$ cat config.mk
export PLATFORM = sky130hd
export DESIGN_NAME = branch_resolve_pht
export DESIGN_NICKNAME = d
export VERILOG_FILES = /design/src/rtl/bp_pkg.sv /design/src/rtl/pht_array.sv /design/src/rtl/branch_resolve_pht.sv
export SDC_FILE = /design/constraint.sdc
export NUM_CORES = 2
export LEC_CHECK = 0
export CORE_ASPECT_RATIO = 0.7
export CORE_MARGIN = 8
export CORE_UTILIZATION = 50
export DETAILED_ROUTE_END_ITERATION = 6
export PLACE_DENSITY = 0.73
export SETUP_SLACK_MARGIN = 0.05
export SYNTH_ARGS = -nofsm -noshare
export SYNTH_HDL_FRONTEND = slang
export SYNTH_SLANG_ARGS = --single-unit
export TNS_END_PERCENT = 10
$ cat constraint.sdc
create_clock -name clk -period 48 [get_ports clk]
set_input_delay 7.2 -clock clk [delete_from_list [all_inputs] [get_ports clk]]
set_output_delay 7.2 -clock clk [all_outputs]
set_load 0.02 [all_outputs]
$ cat src/rtl/bp_pkg.sv
// bp_pkg -- shared definitions for the branch resolution / gshare predictor.
//   ctr_e          : 2-bit saturating counter encodings (SNT/WNT/WT/ST)
//   PHT_IDX_W_DEF  : default PHT index width (also the GHR width)
//   ctr_next()     : saturating counter next-state for a resolved outcome
package bp_pkg;

    localparam int PHT_IDX_W_DEF = 8;

    typedef enum logic [1:0] {
        SNT = 2'b00,
        WNT = 2'b01,
        WT  = 2'b10,
        ST  = 2'b11
    } ctr_e;

    // Saturates at ST on taken and at SNT on not-taken; never wraps.
    function automatic logic [1:0] ctr_next(input logic [1:0] ctr, input logic taken);
        logic [1:0] nxt;
        nxt = ctr;
        if (taken) begin
            if (ctr != ST) nxt = ctr + 2'd1;
        end else begin
            if (ctr != SNT) nxt = ctr - 2'd1;
        end
        return nxt;
    endfunction

endpackage

$ cat src/rtl/pht_array.sv
// pht_array -- pattern history table of 2-bit saturating counters.
// Ports:
//   clk, rst     : clock (rising edge), asynchronous active-high reset
//   rd_idx_i     : combinational read index
//   rd_ctr_o     : counter at rd_idx_i (pre-update value in a write cycle)
//   wr_en_i      : train the entry at wr_idx_i on this rising edge
//   wr_idx_i     : training index
//   wr_taken_i   : resolved outcome used for training
// Training is a read-modify-write on the write index, so the array needs
// only one external read port (used by the fetch-side lookup).
module pht_array
    import bp_pkg::*;
#(
    parameter int         IDX_W    = PHT_IDX_W_DEF,
    parameter logic [1:0] CTR_INIT = WNT
) (
    input  logic             clk,
    input  logic             rst,
    input  logic [IDX_W-1:0] rd_idx_i,
    output logic [1:0]       rd_ctr_o,
    input  logic             wr_en_i,
    input  logic [IDX_W-1:0] wr_idx_i,
    input  logic             wr_taken_i
);

    localparam int DEPTH = 1 << IDX_W;

    logic [1:0] ctr_q [DEPTH];

    // No bypass: a same-cycle write to rd_idx_i shows up on the next cycle.
    assign rd_ctr_o = ctr_q[rd_idx_i];

    always_ff @(posedge clk or posedge rst) begin
        if (rst) begin
            for (int i = 0; i < DEPTH; i++) begin
                ctr_q[i] <= CTR_INIT;
            end
        end else if (wr_en_i) begin
            ctr_q[wr_idx_i] <= ctr_next(ctr_q[wr_idx_i], wr_taken_i);
        end
    end

endmodule

$ cat src/rtl/branch_resolve_pht.sv
// branch_resolve_pht -- execute-stage branch resolution with gshare training.
// Ports:
//   clk, rst              : clock (rising edge), asynchronous active-high reset
//   F_PC_cur              : fetch PC for predictor lookup
//   F_predict, F_addr_PHT : predicted-taken bit and PHT index for fetch
//   E_branch, E_jump      : conditional branch / JAL-JALR in EX (jump wins)
//   E_predict, E_addr_PHT : prediction and index carried down the pipe
//   E_taken               : actual branch condition
//   E_target, E_PC_cur    : computed target and PC of the EX instruction
//   E_stall               : EX held, nothing resolves or trains
//   X_flush, X_redirect_pc: flush IF/ID + ID/EX and the PC to restart from
//   perf_branch_cnt, perf_mispredict_cnt : only with BP_PERF_CNT_EN defined
// Optional feature macro: BP_PERF_CNT_EN (saturating perf counters).
module branch_resolve_pht
    import bp_pkg::*;
#(
    parameter int         PHT_IDX_W = PHT_IDX_W_DEF,
    parameter logic [1:0] CTR_INIT  = WNT
) (
    input  logic                 clk,
    input  logic                 rst,
    input  logic [31:0]          F_PC_cur,
    output logic                 F_predict,
    output logic [PHT_IDX_W-1:0] F_addr_PHT,
    input  logic                 E_branch,
    input  logic                 E_jump,
    input  logic                 E_predict,
    input  logic [PHT_IDX_W-1:0] E_addr_PHT,
    input  logic                 E_taken,
    input  logic [31:0]          E_target,
    input  logic [31:0]          E_PC_cur,
    input  logic                 E_stall,
`ifdef BP_PERF_CNT_EN
    output logic [31:0]          perf_branch_cnt,
    output logic [31:0]          perf_mispredict_cnt,
`endif
    output logic                 X_flush,
    output logic [31:0]          X_redirect_pc
);

    logic [PHT_IDX_W-1:0] ghr_q, ghr_d;
    logic [1:0]           rd_ctr;
    logic [31:0]          pc_plus4;
    logic                 resolve_en;
    logic                 branch_res;
    logic                 mispredict;

    // Word-aligned PC bits only; the byte offset and upper PC bits do not
    // participate in the index.
    logic unused_pc_bits;
    assign unused_pc_bits = ^{F_PC_cur[31:PHT_IDX_W+2], F_PC_cur[1:0]};

    // ---------------- lookup ----------------
    assign F_addr_PHT = F_PC_cur[PHT_IDX_W+1:2] ^ ghr_q;
    assign F_predict  = rd_ctr[1];

    // ---------------- resolve ----------------
    assign pc_plus4   = E_PC_cur + 32'd4;
    assign resolve_en = ~rst & ~E_stall;
    assign branch_res = resolve_en & E_branch & ~E_jump;
    assign mispredict = E_taken ^ E_predict;

    always_comb begin
        X_flush       = 1'b0;
        X_redirect_pc = pc_plus4;
        if (E_jump) begin
            X_flush       = resolve_en;
            X_redirect_pc = E_target;
        end else if (E_branch) begin
            X_flush       = resolve_en & mispredict;
            X_redirect_pc = E_taken ? E_target : pc_plus4;
        end
    end

    // ---------------- training ----------------
    pht_array #(
        .IDX_W    (PHT_IDX_W),
        .CTR_INIT (CTR_INIT)
    ) u_pht (
        .clk        (clk),
        .rst        (rst),
        .rd_idx_i   (F_addr_PHT),
        .rd_ctr_o   (rd_ctr),
        .wr_en_i    (branch_res),
        .wr_idx_i   (E_addr_PHT),
        .wr_taken_i (E_taken)
    );

    always_comb begin
        ghr_d = ghr_q;
        if (branch_res) begin
            ghr_d = {ghr_q[PHT_IDX_W-2:0], E_taken};
        end
    end

    always_ff @(posedge clk or posedge rst) begin
        if (rst) begin
            ghr_q <= '0;
        end else begin
            ghr_q <= ghr_d;
        end
    end

`ifdef BP_PERF_CNT_EN
    // ---------------- performance counters ----------------
    logic [31:0] br_cnt_q, br_cnt_d;
    logic [31:0] mis_cnt_q, mis_cnt_d;

    always_comb begin
        br_cnt_d  = br_cnt_q;
        mis_cnt_d = mis_cnt_q;
        if (branch_res && (br_cnt_q != 32'hFFFF_FFFF)) begin
            br_cnt_d = br_cnt_q + 32'd1;
        end
        if (branch_res && mispredict && (mis_cnt_q != 32'hFFFF_FFFF)) begin
            mis_cnt_d = mis_cnt_q + 32'd1;
        end
    end

    always_ff @(posedge clk or posedge rst) begin
        if (rst) begin
            br_cnt_q  <= '0;
            mis_cnt_q <= '0;
        end else begin
            br_cnt_q  <= br_cnt_d;
            mis_cnt_q <= mis_cnt_d;
        end
    end

    assign perf_branch_cnt     = br_cnt_q;
    assign perf_mispredict_cnt = mis_cnt_q;
`endif

endmodule

**After elaboration in Yosys (flattened, before gate mapping)**

Index checks and enable logic that the tools add are counted.

- Bits in registers: 520
- Output and inout port bits: 42
- Input port bits: 111

- Bitwise gates (word level): 11
- Reductions and logical operators: 2
- $lt $le $gt $ge: 3
- Equal/unequal tests: 1
- $add $sub $neg: 3
- Multiplexer cells: 18

Operators with widths:

| kind | number |
|---|---|
| bitwise mux 512 bit | 1 |
| two-way mux 32 bit | 3 |
| adder 32 x 3 -> 32 bit (second input constant) | 1 |
| binary-select mux 2 bit (select 8 bit) | 2 |
| >= comparator 9 bit (second input constant) | 2 |
| two-way mux 2 bit | 9 |
| NOT 8 -> 9 bit | 2 |
| demux 2 bit (select 8 bit) | 1 |
| less-than comparator 9 x 1 -> 1 bit (second input constant) | 1 |
| XOR 8 bit | 1 |
| bitwise AND 1 bit | 4 |
| NOT 1 bit | 3 |
| adder 2 x 1 -> 2 bit (second input constant) | 1 |
| two-way mux 1 bit | 2 |
| != test 2 bit (second input constant) | 1 |
| nonzero test 2 bit | 1 |
| subtractor 2 x 1 -> 2 bit (second input constant) | 1 |
| logical AND 1 bit | 1 |
| XOR 1 bit | 1 |

**Depth between registers and ports, before layout**

- Depth after elaboration: 9
- Gate-level depth with buffers: 16
- Mapped depth without buffers: 8

**Cells and area by module**

Synthesis repeated with hierarchy kept, for this count alone.

- Cells, all modules: 2760
- Area, all modules: 30541.8 um2

Modules (own cells, without submodules):

| module | instances | area an instance (um2) | cells each |
|---|---|---|---|
| pht_array | 1 | 29154.2 | 2555 |
| branch_resolve_pht | 1 | 1387.6 | 205 |

**Worst setup path after synthesis**

No wires, ideal clock.

- Path type: input-to-output
- Start: input port F_PC_cur[3]
- End: output port F_predict
- Required time: 40800 ps
- Buffers on the path: 2
- Slack: 30765 ps
- Arrival time: 10035 ps
- Stages on the path: 7
- Path through: xor2_1 > clkbuf_1 > clkbuf_1 > mux4_2 > mux4_2 > mux4_2 > mux4_2

- Longest elaborated chain between the ends: 5

RTL lines:

| what | RTL line | source |
|---|---|---|
| start, declared | branch_resolve_pht.sv:22 | `input logic [31:0] F_PC_cur,` |
| XOR 8 bit | branch_resolve_pht.sv:54 | `assign F_addr_PHT = F_PC_cur[PHT_IDX_W+1:2] ^ ghr_q;` |
| via F_addr_PHT[1] | branch_resolve_pht.sv:24 | `output logic [PHT_IDX_W-1:0] F_addr_PHT,` |
| NOT 8 -> 9 bit (not written as such) | pht_array.sv:31 | `assign rd_ctr_o = ctr_q[rd_idx_i];` |
| binary-select mux 2 bit (select 8 bit) | pht_array.sv:31 |  |
| two-way mux 2 bit (not written as such) (2 in a row) | pht_array.sv:31 |  |
| end, declared | branch_resolve_pht.sv:23 | `output logic F_predict,` |

The timed path passes the listed nets, and every way through them passes these cells. The select of a mux whose other input is x is not followed.

**Worst setup path in the final report**

- Start: input port F_PC_cur[2]
- End: output port F_predict

- Longest elaborated chain between the ends: 5

RTL lines:

| what | RTL line |
|---|---|
| XOR 8 bit | branch_resolve_pht.sv:54 |
| NOT 8 -> 9 bit (not written as such) | pht_array.sv:31 |
| binary-select mux 2 bit (select 8 bit) | pht_array.sv:31 |
| two-way mux 2 bit (not written as such) (2 in a row) | pht_array.sv:31 |

No other way between the ends. The select of a mux whose other input is x is not followed.

==> metrics.md <==
| Metric | Value |
|---|---|
| Run status | `finished clean` |
| Fraction of the mapped netlist area in simple logic gates | `0.1356` |
| Detailed placement HPWL | `about 54000 um` |
| Aggregate negative setup slack | `0 ps` |
| Synth top area cells | `dfstp_2 (24%), dfrtp_1 (23%), mux4_2 (14%)` |
| Transition time of the tightest slew-check pin | `~1200 ps` |
| Largest family of logic cells by synthesized area | `multiplexers` |
| Drt first-iter violations | `2425` |
| Number of warnings issued by yosys | `0` |
| Clock network fraction of total power | `0.409` |
| Portion of the clock cycle consumed by the worst path in the final layout | `0.4034` |
| Max Fanout on Critical Path | `36` |
| Worst skew pair latency | `between 500 and 600 ps` |
| RSZ-0062 raised after global routing | `no` |
| Total via count after detailed routing | `roughly 21000` |
| Final Routed Wirelength | `approximately 84000 um` |
| Max frequency | `about 52 MHz` |
| Placed Cells incl. Taps | `roughly 3400` |
| Final count of pins violating max slew | `0` |
| Slew headroom | `0.1777` |
| Most area-hungry cell type in the Yosys netlist | `dfstp_2` |
| Most used flip-flop cell after synthesis | `dfrtp_1` |
| Routed length per placed instance | `around 24 um` |
| FP Rows | `between 70 and 80` |
| Cts-stage hold buffer count | `0` |
| Ratio of cells with drive above 1 in the final layout | `0.3125` |
| Top cell family by delay on the critical path | `buffers and inverters` |
| Deepest clock path buffer count | `3` |
| Number of buffers and inverters on the critical path | `4` |
| Netlist cell types | `60` |
| Net switching component of the power | `~0.00028 W` |
| Post-synthesis instance area | `approximately 28000 sq um` |
| Path category of the worst min-delay check | `flop to flop` |
| Sequential-to-total area share from yosys stat | `0.4695` |
| Aggregate global routing overflow | `0` |
| DRC errors left | `0` |
| Horizontal die dimension | `approximately 300 um` |
| Count of flip-flops with a built-in enable after synthesis | `0` |
| Post-layout min period | `between 15000 and 20000 ps` |
| Nets in the synthesized netlist | `between 2000 and 3000` |
| # fillers | `around 4600` |
| Area growth from synthesis to final layout | `10.79%` |
| Power, Total | `slightly above 0.001 W` |
| Proportion of synthesized area in mux cells | `0.1844` |
| Clk root buf | `clkbuf_16` |
| Final hold violation count | `0` |
| Worst Reg-to-Reg Cells | `10` |
| Antenna violations before repair | `3` |
| NumNets Final | `2774` |
| Comb pwr share | `0.149` |
| CTS tree | `built` |
| Flops & latches, synth | `520` |
| Place WS | `roughly 29000 ps` |
| Total non-filler cell area in the finished layout | `between 30000 and 40000 sq um` |
| GR Util All Layers | `0.2545` |
| Port buffer count | `between 100 and 150` |
| Core box area | `around 56000 sq um` |
| Weighted congestion at the end of routability-driven global placement | `between 0.8 and 0.9` |
| Leakage power summed over all cells | `~12 nW` |
| CP max stage cell | `buf_4` |
| Syn avg cell area | `approximately 11 sq um` |
| First-pass GRT wire length | `approximately 130000 um` |
| Critical path arrival | `around 12000 ps` |
| DIE AREA | `about 65000 sq um` |
| Internal power consumption | `0.0007347 W` |
| Final worst slack | `28640 ps` |
| Element type at the critical path end | `output pin` |
| Most prevalent standard cell on the critical path | `mux4_2` |
| Critical Path Max Stage Delay | `approximately 780 ps` |
| XOR/XNOR Fraction of Synth Area | `0.01141` |
| Maximum resistive drop on vdd | `~0.000035 V` |
| Proportion of netlist area held by the largest area contributor | `0.2368` |
| Hold Crit Depth | `2` |
| Final clock skew | `~15 ps` |
| Clock sinks | `520` |
| Critical setup path kind | `primary input to output pin` |
| Setup bufs post-CTS | `0` |
| Crit path cell chain | `clkdlybuf4s50_1, xor2_4, buf_4, buf_4, mux4_2, mux4_2, mux4_2, mux4_2, clkdlybuf4s50_1` |
| Pin count of the biggest net entering global routing | `just under 200` |
| Cts bufs inserted | `a little under 50` |
| Clock transition time at the flip-flop clock pins of the worst setup and hold paths | `approximately 60 ps` |
| Number of global-route vias before repair | `21360` |
| Number of instances in the synthesized netlist | `2595` |
| Count of cell instances traversed by the critical path | `9` |
| Vertical extent of the die | `between 200 and 250 um` |
| Final setup violation count | `0` |
| Post-DP Area | `approximately 30000 sq um` |
| Post-cts gate resize count | `0` |
| Initial core utilization | `0.5031` |
| Required time worst endpoint | `about 41000 ps` |
| Share of flip-flops with an asynchronous set or reset | `1.000` |
| Clock H-tree levels | `2` |
| Adder-cell area share of the yosys netlist | `0.001322` |
| Iteration count of the initial detailed-routing pass | `5` |
| Diodes inserted | `0` |
| CP Launch Type | `primary input` |
| Share of the synthesized area in compound gates (AO/OA/AOI/OAI) | `0.1437` |
| Final Instance Count excl. Fillers | `~3500` |
| Commonest cells after routing, fill and taps aside | `nand2_1 (791), dfrtp_1 (264), dfstp_2 (256), o21ai_2 (220), mux4_2 (182)` |
| Sw Share | `0.2777` |
| Routed Antenna Nets | `0` |
| Max-cap violation count | `0` |
| Portion of total power attributed to sequential cells | `0.443` |
| Leading cell type in the layout, fill and taps excluded | `nand2_1` |
| Power per cell area | `between 30 and 40 nW/um^2` |
| Number of vias per cell after detailed routing | `6.208` |
| Number of I/O pins | `153` |
-- power groups by stage --
stage | clock network (W) | registers, W | logic, W
floorplan | 0 | 0.000455 | 0.000112
global placement | 0 | 0.000457 | 0.000148
detailed placement | 0 | 0.000458 | 0.000150
CTS | 0.000419 | 0.000450 | 0.000150
global route | 0.000439 | 0.000451 | 0.000159
finish | 0.000416 | 0.000450 | 0.000151
-- cells by family (layout without fill, tap and decap cells) --
logic type / after synthesis / count (layout)
xor+xnor: 37 / 37
buf+inv: 180 / 286
mux: 278 / 278
flops: 520 / 520
compound gates: 616 / 616
simple gates: 961 / 961
fa+ha+maj: 3 / 3
-- path summary, 6_finish.rpt --
| kind | endpoint | slack [ps] | startpoint |
|---|---|---|---|
| min reg2reg | u_pht.ctr_q[16] | 460 | u_pht.ctr_q[16] |
| max in group asynchronous | u_pht.ctr_q[303] | 39020 | rst |
| min | u_pht.ctr_q[16] | 460 | u_pht.ctr_q[16] |
| min in group asynchronous | ghr_q[0] | 7330 | rst |
| max | F_predict | 28640 | F_PC_cur[2] |
| max reg2reg | u_pht.ctr_q[224] | 42300 | u_pht.ctr_q[433] |
-- cell usage after synthesis, drive strengths merged, types with 17 or more instances --
cell type / instances
clkbuf: 34
nor3: 24
nor2: 60
a21oi: 35
xor2: 20
mux4: 192
o21ai: 522
dfrtp: 264
mux2i: 72
xnor2: 17
nand2: 791
dfstp: 256
nand3: 31
buf: 133
-- worst min-delay path: cells and delay by family, from the launching register on --
family / cells / cell delay, ps
AO/OA/AOI/OAI: 1 / 50
flip-flops: 1 / 370
AND/OR/NAND/NOR: 1 / 40
-- per-layer routing --
layer / share of wire / vias to the layer above / track usage / wire (um)
met2: 0.44 / 1084 / 0.3676 / 36430
met1: 0.40 / 10640 / 0.3537 / 33870
met3: 0.12 / 212 / 0.09420 / 10320
met5: 0.00045 / - / 0 / 38
met4: 0.036 / 6 / 0.08418 / 3015
li1: - / 9478 / - / -
-- final cells by class --
type | count | area, sq um | area share
timing repair buffer | 183 | 1717 | 0.05456
sequential | 520 | 13330 | 0.4238
clock inverter | 17 | 214.0 | 0.006800
clock buffer | 73 | 1479 | 0.04701
tap | 750 | 938.4 | 0.02983
multi-input combinational | 1895 | 13730 | 0.4363
inverter | 13 | 56.30 | 0.001790
-- stage by stage --
step	hold WS (ps)	util
after floorplan	440.6	-
after global placement	451.0	0.5274
after detailed placement	454.2	0.5274
after CTS	463.3	0.5574
after global routing	480.1	0.5574
final	460.3	0.5574
-- state kept, by name, summed over array words and instances (netlist names) --
| name | flops |
|---|---|
| u_pht.ctr_q | 512 |
| ghr_q | 8 |
Note: power is estimated with default switching activity, not from simulation.
